[config.mk]
export PLATFORM = sky130hd
export DESIGN_NAME = fb_writer
export DESIGN_NICKNAME = d
export VERILOG_FILES = /design/src/rtl/fb_pkg.sv /design/src/rtl/fb_raster_cnt.sv /design/src/rtl/fb_writer.sv
export SDC_FILE = /design/constraint.sdc
export NUM_CORES = 1
export LEC_CHECK = 0
export BUFFER_PORTS_ARGS = -buffer_cell sky130_fd_sc_hd__buf_2
export CORE_MARGIN = 3
export CORE_UTILIZATION = 50
export CTS_BUF_LIST = sky130_fd_sc_hd__clkbuf_2 sky130_fd_sc_hd__clkbuf_4 sky130_fd_sc_hd__clkbuf_8
export CTS_CLUSTER_SIZE = 25
export DETAILED_ROUTE_END_ITERATION = 12
export PLACE_DENSITY = 0.81
export REMOVE_ABC_BUFFERS = 1
export SETUP_SLACK_MARGIN = 0.3
export SKIP_CTS_REPAIR_TIMING = 1
export SLEW_MARGIN = 20
export SYNTH_ARGS = -nofsm -noshare
export SYNTH_HDL_FRONTEND = slang
export SYNTH_HIERARCHICAL = 1
export SYNTH_SLANG_ARGS = --single-unit
[constraint.sdc]
create_clock -name clk -period 1.9 [get_ports clk]
set_input_delay 0.095 -clock clk [delete_from_list [all_inputs] [get_ports clk]]
set_output_delay 0.095 -clock clk [all_outputs]
set_load 0.02 [all_outputs]
[src/rtl/fb_pkg.sv]
// Shared types and frame geometry for the frame-buffer write side.
package fb_pkg;

  typedef enum logic [2:0] {
    IDLE  = 3'd0,
    LOAD  = 3'd1,
    FILL  = 3'd2,
    FLUSH = 3'd3,
    DONE  = 3'd4
  } fb_state_t;

  localparam int FB_W      = 50;
  localparam int FB_H      = 50;
  localparam int FB_PIXELS = FB_W * FB_H;

  function automatic logic fb_is_busy(input fb_state_t s);
    case (s)
      LOAD, FILL, FLUSH: return 1'b1;
      default:           return 1'b0;
    endcase
  endfunction

endpackage

[src/rtl/fb_raster_cnt.sv]
// Raster position counter: col/row plus a row base that steps by IMG_W,
// so the word address is formed with an adder instead of a multiplier.
module fb_raster_cnt #(
  parameter int IMG_W = 50,
  parameter int IMG_H = 50,
  parameter int AW    = $clog2(IMG_W * IMG_H)
) (
  input  logic          clk,
  input  logic          reset,
  input  logic          clr_i,
  input  logic          inc_i,
  output logic [AW-1:0] addr_o,
  output logic          last_o
);

  localparam int CW = $clog2(IMG_W);
  localparam int RW = $clog2(IMG_H);

  logic [CW-1:0] col_q, col_d;
  logic [RW-1:0] row_q, row_d;
  logic [AW-1:0] base_q, base_d;
  logic          col_end_s;

  assign col_end_s = (col_q == CW'(IMG_W - 1));
  assign last_o    = col_end_s && (row_q == RW'(IMG_H - 1));
  assign addr_o    = base_q + AW'(col_q);

  // Next position: clear, wrap at end of frame, wrap at end of row, or step.
  always_comb begin
    col_d  = col_q;
    row_d  = row_q;
    base_d = base_q;
    if (clr_i) begin
      col_d  = CW'(0);
      row_d  = RW'(0);
      base_d = AW'(0);
    end else if (inc_i) begin
      if (last_o) begin
        col_d  = CW'(0);
        row_d  = RW'(0);
        base_d = AW'(0);
      end else if (col_end_s) begin
        col_d  = CW'(0);
        row_d  = row_q + RW'(1);
        base_d = base_q + AW'(IMG_W);
      end else begin
        col_d  = col_q + CW'(1);
      end
    end else begin
      col_d  = col_q;
      row_d  = row_q;
      base_d = base_q;
    end
  end

  // Position registers.
  always_ff @(posedge clk or posedge reset) begin
    if (reset) begin
      col_q  <= CW'(0);
      row_q  <= RW'(0);
      base_q <= AW'(0);
    end else begin
      col_q  <= col_d;
      row_q  <= row_d;
      base_q <= base_d;
    end
  end

endmodule

[src/rtl/fb_writer.sv]
// Frame-buffer writer: loads a raster-order pixel stream or fills the frame
// with a constant, driving a registered memory write port.
module fb_writer
  import fb_pkg::*;
#(
  parameter int IMG_W  = FB_W,
  parameter int IMG_H  = FB_H,
  parameter int ADDR_W = 32,
  parameter int DATA_W = 32
) (
  input  logic              clk,
  input  logic              reset,
  input  logic              start,
  input  logic              fill_en,
  input  logic [7:0]        fill_value,
  input  logic              pix_valid,
  input  logic [7:0]        pix_data,
  output logic              pix_ready,
  output logic              MemWrite,
  output logic [ADDR_W-1:0] DataAdr,
  output logic [DATA_W-1:0] WriteData,
  output logic              busy,
  output logic              done
);

  localparam int AW = $clog2(IMG_W * IMG_H);

  fb_state_t     state_q, state_d;
  logic [7:0]    fill_q, fill_d;
  logic          mw_q, mw_d;
  logic [AW-1:0] adr_q, adr_d;
  logic [7:0]    pix_q, pix_d;
  logic          busy_q, busy_d;
  logic          done_q, done_d;
  logic          cnt_clr_s, cnt_inc_s, cnt_last_s;
  logic [AW-1:0] cnt_addr_s;

  fb_raster_cnt #(
    .IMG_W (IMG_W),
    .IMG_H (IMG_H),
    .AW    (AW)
  ) u_cnt (
    .clk    (clk),
    .reset  (reset),
    .clr_i  (cnt_clr_s),
    .inc_i  (cnt_inc_s),
    .addr_o (cnt_addr_s),
    .last_o (cnt_last_s)
  );

  // Next state, counter control and next write-port values.
  always_comb begin
    state_d   = state_q;
    fill_d    = fill_q;
    mw_d      = 1'b0;
    adr_d     = adr_q;
    pix_d     = pix_q;
    cnt_clr_s = 1'b0;
    cnt_inc_s = 1'b0;
    pix_ready = 1'b0;
    case (state_q)
      IDLE: begin
        if (start) begin
          cnt_clr_s = 1'b1;
          fill_d    = fill_value;
          state_d   = fill_en ? FILL : LOAD;
        end else begin
          state_d   = IDLE;
        end
      end
      LOAD: begin
        pix_ready = 1'b1;
        if (pix_valid) begin
          mw_d      = 1'b1;
          adr_d     = cnt_addr_s;
          pix_d     = pix_data;
          cnt_inc_s = 1'b1;
          state_d   = cnt_last_s ? FLUSH : LOAD;
        end else begin
          state_d   = LOAD;
        end
      end
      FILL: begin
        mw_d      = 1'b1;
        adr_d     = cnt_addr_s;
        pix_d     = fill_q;
        cnt_inc_s = 1'b1;
        if (cnt_last_s) begin
          state_d = FLUSH;
        end else begin
          state_d = FILL;
        end
      end
      // The last write is already in the output registers; let it be seen.
      FLUSH:   state_d = DONE;
      DONE:    state_d = IDLE;
      default: state_d = IDLE;
    endcase
    busy_d = fb_is_busy(state_d);
    done_d = (state_d == DONE);
  end

  // FSM state register.
  always_ff @(posedge clk or posedge reset) begin
    if (reset) begin
      state_q <= IDLE;
    end else begin
      state_q <= state_d;
    end
  end

  // Write-port, status and fill-value registers.
  always_ff @(posedge clk or posedge reset) begin
    if (reset) begin
      fill_q <= 8'h00;
      mw_q   <= 1'b0;
      adr_q  <= AW'(0);
      pix_q  <= 8'h00;
      busy_q <= 1'b0;
      done_q <= 1'b0;
    end else begin
      fill_q <= fill_d;
      mw_q   <= mw_d;
      adr_q  <= adr_d;
      pix_q  <= pix_d;
      busy_q <= busy_d;
      done_q <= done_d;
    end
  end

  assign MemWrite  = mw_q;
  assign DataAdr   = {{(ADDR_W - AW){1'b0}}, adr_q};
  assign WriteData = {{(DATA_W - 8){1'b0}}, pix_q};
  assign busy      = busy_q;
  assign done      = done_q;

endmodule

======== After elaboration in Yosys (flattened, before gate mapping) ========
Cells that the tools add are included.
operators by class
  mux-type cells .......................... 28
  add/subtract/negate cells ............... 4
  equality and inequality tests ........... 10
  reduce and logical (&&, ||, !) cells .... 9
operators with widths
  operator                 number
  $mux W12                 5
  $mux W6                  8
  $pmux W12 S2             1
  $pmux W8 S2              1
  $add A12 B6 Y12          1
  $add A12 B6 Y12 const B  1
  $add A6 B1 Y6 const B    2
  $eq A3 B2 Y1 const B     4
  $eq A6 B6 Y1 const B     2
  $pmux W3 S4              1
  $mux W2                  4
  $mux W8                  1
  $eq A3 B1 Y1 const B     2
  $mux W1                  6
  $reduce_and A2 Y1        3
  $reduce_bool A2 Y1       2
  $eq A3 B3 Y1 const B     1
  $logic_not A3 Y1         1
  $reduce_bool A3 Y1       1
  $reduce_or A3 Y1         1
  $ne A2 B2 Y1 const B     1
  $pmux W1 S2              1
  $logic_and A1 B1 Y1      1
storage, ports and cells
  bits in registers ....................... 58
  output and inout bits ................... 68
  logic and storage cells ................. 61
  input port bits ......................... 21

======== Depth between registers and ports, before layout ========
  depth after elaboration ................. 8
  depth in mapped cells ................... 10
  depth with buffers taken out ............ 7

======== Modules after synthesis ========
Netlist, hierarchy kept.
by module, submodules not included
  module         instances  cells each  seq. area each (um^2)  area each (um^2)
  fb_raster_cnt  1          218         575.6                  1809.2
  fb_writer      1          136         850.8                  1746.7

======== Worst setup path after synthesis ========
Ideal clock, no wire load.
  path type ............................... flip-flop to flip-flop
  from .................................... register state_q[2]
  to ...................................... register u_cnt.base_q[11]
  setup slack ............................. -0.154 ns
  period minus slack after synthesis ...... 2.054 ns
  cell stages (with the launch flop) ...... 8
  data required time ...................... 1.796 ns
  setup time .............................. 0.104 ns
  path buffers ............................ 2
  arrival ................................. 1.950 ns
  cells stage by stage .................... dfrtp_1 -> or3b_4 -> nand2_4 -> buf_6 -> buf_2 -> nand3_4 -> or4_1 -> o311ai_1
on the way
  longest elaborated chain between the ends .. 4
  elaborated cells between the ends (all ways) .. 9
  those cells by class .................... 2 x eq/ne; 3 x mux; 4 x reduce/logical
RTL lines
  what                                                 RTL line             text
  from (decl)                                          fb_writer.sv:28      fb_state_t state_q, state_d;
  from (signal assigned)                               fb_writer.sv:108     state_q <= state_d;
  $eq A3 B2 Y1 / $eq A3 B1 Y1 (equally long branches)  fb_writer.sv:61      case (state_q)
  $pmux W1 S2 (*)                                      fb_writer.sv:61
  named net cnt_inc_s                                  fb_writer.sv:35      logic cnt_clr_s, cnt_inc_s, cnt_last_s;
  $reduce_bool A2 Y1 (no line) (*)                     n/a
  $reduce_and A2 Y1 (no line) (*)                      n/a
  to (signal assigned)                                 fb_raster_cnt.sv:65  base_q <= base_d;
  to (decl)                                            fb_raster_cnt.sv:21  logic [AW-1:0] base_q, base_d;
The timed path passes the listed nets; every way through them passes the cells marked *.
A chain may end at the register's enable or synchronous reset.

======== Final worst setup path ========
  from .................................... register u_cnt.base_q[1]
  to ...................................... register adr_q[8]
on the way
  longest elaborated chain between the ends .. 3
RTL lines
  what                  RTL line             text
  $add A12 B6 Y12 (*)   fb_raster_cnt.sv:26  assign addr_o = base_q + AW'(col_q);
  $mux W12              fb_writer.sv:73      if (pix_valid) begin
  $pmux W12 S2 (*)      fb_writer.sv:61
  named net adr_d[8]    fb_writer.sv:31      logic [AW-1:0] adr_q, adr_d;
  to (signal assigned)  fb_writer.sv:124     adr_q <= adr_d;
  to (decl)             fb_writer.sv:31
The timed path passes the listed nets; every way through them passes the cells marked *. The select of a mux whose other input is x is not followed.

==> results.json <==
{
  "outcome": "finished with violations",
  "violations": "setup timing",
  "ant_nets": 0,
  "cts_tree": "yes",
  "fin_nets": 492,
  "clockRootBuffer": "clkbuf_8",
  "cp-end-kind": "register",
  "critical_path.max_stage_delay_ns": 0.49,
  "cts_inserted_buffers": 9,
  "worst_slew_pin_slew_ns": 0.530,
  "ys_types": 60,
  "rsz0062_at_grt": "yes",
  "crit_fanout": 4,
  "n_fill_cell": 418,
  "drv_cap": 0,
  "syn_area_sq_um": 3560,
  "drcViolationCount": 0,
  "fin_ws_ns": -0.0516,
  "place_area_sq_um": 3850,
  "cellPowerDensity_nw_per_um2": 1100,
  "cts.reportedPaths.clkPinSlew_ns": 0.08,
  "initial_utilization": 0.521,
  "synthTopCellsByCount": "dfrtp_1, buf_4, nand2_1",
  "final_cells": 561,
  "rr_worst_depth": 6,
  "reg2reg_to": "adr_q[8]",
  "grt_max_degree": 35,
  "async_flop_share": 1.00,
  "io_buffer_count": 44,
  "p_total_mw": 5.50,
  "arrival_ns": 2.25,
  "yosys_register_bits": 57,
  "vdd_drop_max_mv": 0.648,
  "fp-row-count": 30,
  "min_period_over_period": 1.03,
  "via_per_inst": 6.04,
  "drive_gt1_frac": 0.443,
  "netlist.area_leader.share": 0.401,
  "min_from": "fill_en",
  "cts_sinks": 57,
  "diodes": 0,
  "synth_ff_type": "dfrtp_1",
  "synth_most_common_cell": "dfrtp_1",
  "dp_slack_ns": -0.0261,
  "cts_max_level": 3,
  "final-max-slew-violation-count": 0,
  "reg2reg_setup_slack_ns": -0.05,
  "max_slew_margin": 0.646,
  "wirelength_um": 12300,
  "ys_warn_count": 6,
  "path_cells": "fa_2 -> a21oi_2 -> o21ai_2 -> or4b_1 -> nand4_1 -> mux2_4",
  "skew_ns": 0.00994,
  "area_growth_pct": 40.0,
  "yosys.area.top_type": "dfrtp_1",
  "hold_path_depth": 2,
  "clock_latency_ns": 0.36,
  "hold_viol": 0,
  "synthCells": 354,
  "dp.final_hpwl_um": 5910,
  "synth_edf_count": 0,
  "reg2reg_from": "u_cnt/base_q[1]",
  "period_minus_slack_ns": 1.95,
  "p_leak_nw": 2.24,
  "clock_path_buffers": 2,
  "grt_first_pass_wirelength_um": 13600,
  "setup_viol": 4,
  "cp-start-kind": "register",
  "die_w_um": 90.3,
  "grt_util_all_layers": 0.205,
  "antenna_found_initial": 0,
  "grt_pass1_vias": 2819,
  "slowest_stage": "or4b_1",
  "place_inst": 502,
  "grt_overflow": 0,
  "routedWlPerCell_um": 22.0,
  "place_congestion": 0.803,
  "max_freq_ghz": 0.512,
  "synth_seq_area_share": 0.401,
  "worst-setup-path-type": "reg2reg",
  "hold_path_end": "state_q[0]",
  "drt-initial-drc-count": 316,
  "dieHeight_um": 90.3,
  "avgSynthCellArea_sq_um": 10.0,
  "vias": 3391,
  "tns_ns": -0.123,
  "dr.pass1.iters": 5,
  "core_sq_um": 6830,
  "fp.dieArea_sq_um": 8160,
  "synth_area_leaders": "dfrtp_1, buf_4, mux2_4, ha_1, a21oi_1",
  "cp_data_required_time_ns": 2.20,
  "finalInstanceArea_sq_um": 4980,
  "hold_class": "in2reg",
  "io_pins": 89
}
-- worst max-delay path: cells and delay by family, from the launching register on --
kind / cells / cell delay, ns
AOI/OAI and AO/OA: 2 / 0.29
adders and majority gates: 1 / 0.43
DFF: 1 / 0.43
muxes: 1 / 0.14
and+or+nand+nor: 2 / 0.60
-- worst max-delay path by stage --
stage	start	end	slack [ns]	cells after the start
after floorplan	state_q[2]	u_cnt/col_q[5]	-1.26	5
after global placement	u_cnt/col_q[1]	adr_q[8]	0.006	6
after detailed placement	u_cnt/col_q[1]	adr_q[8]	-0.03	6
after CTS	u_cnt/col_q[1]	adr_q[8]	-0.08	6
after global routing	u_cnt/base_q[1]	adr_q[6]	-0.17	7
final	u_cnt/base_q[1]	adr_q[8]	-0.05	6
-- area by class of cell --
type	instances	area, sq um	share of cell area
Multi-Input combinational cell	263	2240	0.449
Inverter	15	56.3	0.0113
Timing Repair Buffer	114	960	0.193
Clock buffer	10	131	0.0264
Sequential cell	57	1430	0.287
Tap cell	96	120	0.0241
Clock inverter	6	45.0	0.00905
-- flip-flops by register name (all words and copies together) (netlist names), 3 cells and up --
register and cells:
pix_q 8, u_cnt/base_q 11, u_cnt/row_q 6, fill_q 8, u_cnt/col_q 6, state_q 3, adr_q 12
-- placed cells by master (no fill, tap or decap), drive strengths merged, types with 3 or more instances in the layout --
cell	Yosys	routed
a211oi	4	4
a21oi	21	21
a22oi	3	3
and2	3	3
buf	55	101
clkbuf	8	14
clkinv	0	3
clkinvlp	0	3
conb	2	45
dfrtp	57	57
dlygate4sd3	0	9
ha	10	10
inv	15	15
mux2	20	20
nand2	26	26
nand2b	3	3
nand3	10	11
nand4	6	6
nand4b	5	5
nor2	13	13
nor2b	4	4
nor3	6	6
nor3b	4	4
o21a	8	8
o21ai	10	10
o22a	8	8
o311ai	3	3
o32ai	4	4
or3	5	5
xnor2	5	5
xor2	3	3
-- kinds of logic after synthesis --
| group | Yosys count | share of synthesized area |
|---|---|---|
| adder cells (fa/ha/maj) | 11 | 0.0408 |
| buffers and inverters | 78 | 0.142 |
| flip-flops | 57 | 0.401 |
| AND/OR/NAND/NOR | 105 | 0.179 |
| XOR/XNOR | 8 | 0.0197 |
| other | 2 | 0.00211 |
| multiplexers | 20 | 0.0739 |
| AO/OA/AOI/OAI | 73 | 0.141 |
-- stage by stage --
stage	utilization	hold WS, ns
after floorplan	-	0.0969
after global placement	0.564	0.154
after detailed placement	0.564	0.165
after CTS	0.590	-0.210
after global routing	0.729	0.0193
final	0.729	0.0101
-- power by group --
group	leakage, nW	total (mW)	switching, mW	internal [mW]
Clock	0.0819	1.05	0.562	0.488
Combinational	1.42	2.71	1.38	1.33
Sequential	0.730	1.74	0.225	1.51
-- routing by layer --
metal	vias to the layer above	part of all wire	GRT usage
li1	1405	-	-
met1	1703	0.36	0.251
met2	225	0.52	0.352
met3	58	0.073	0.0475
met4	0	0.046	0.0791
met5	-	0	0
No activity file was read; power rests on OpenSTA's default activity.
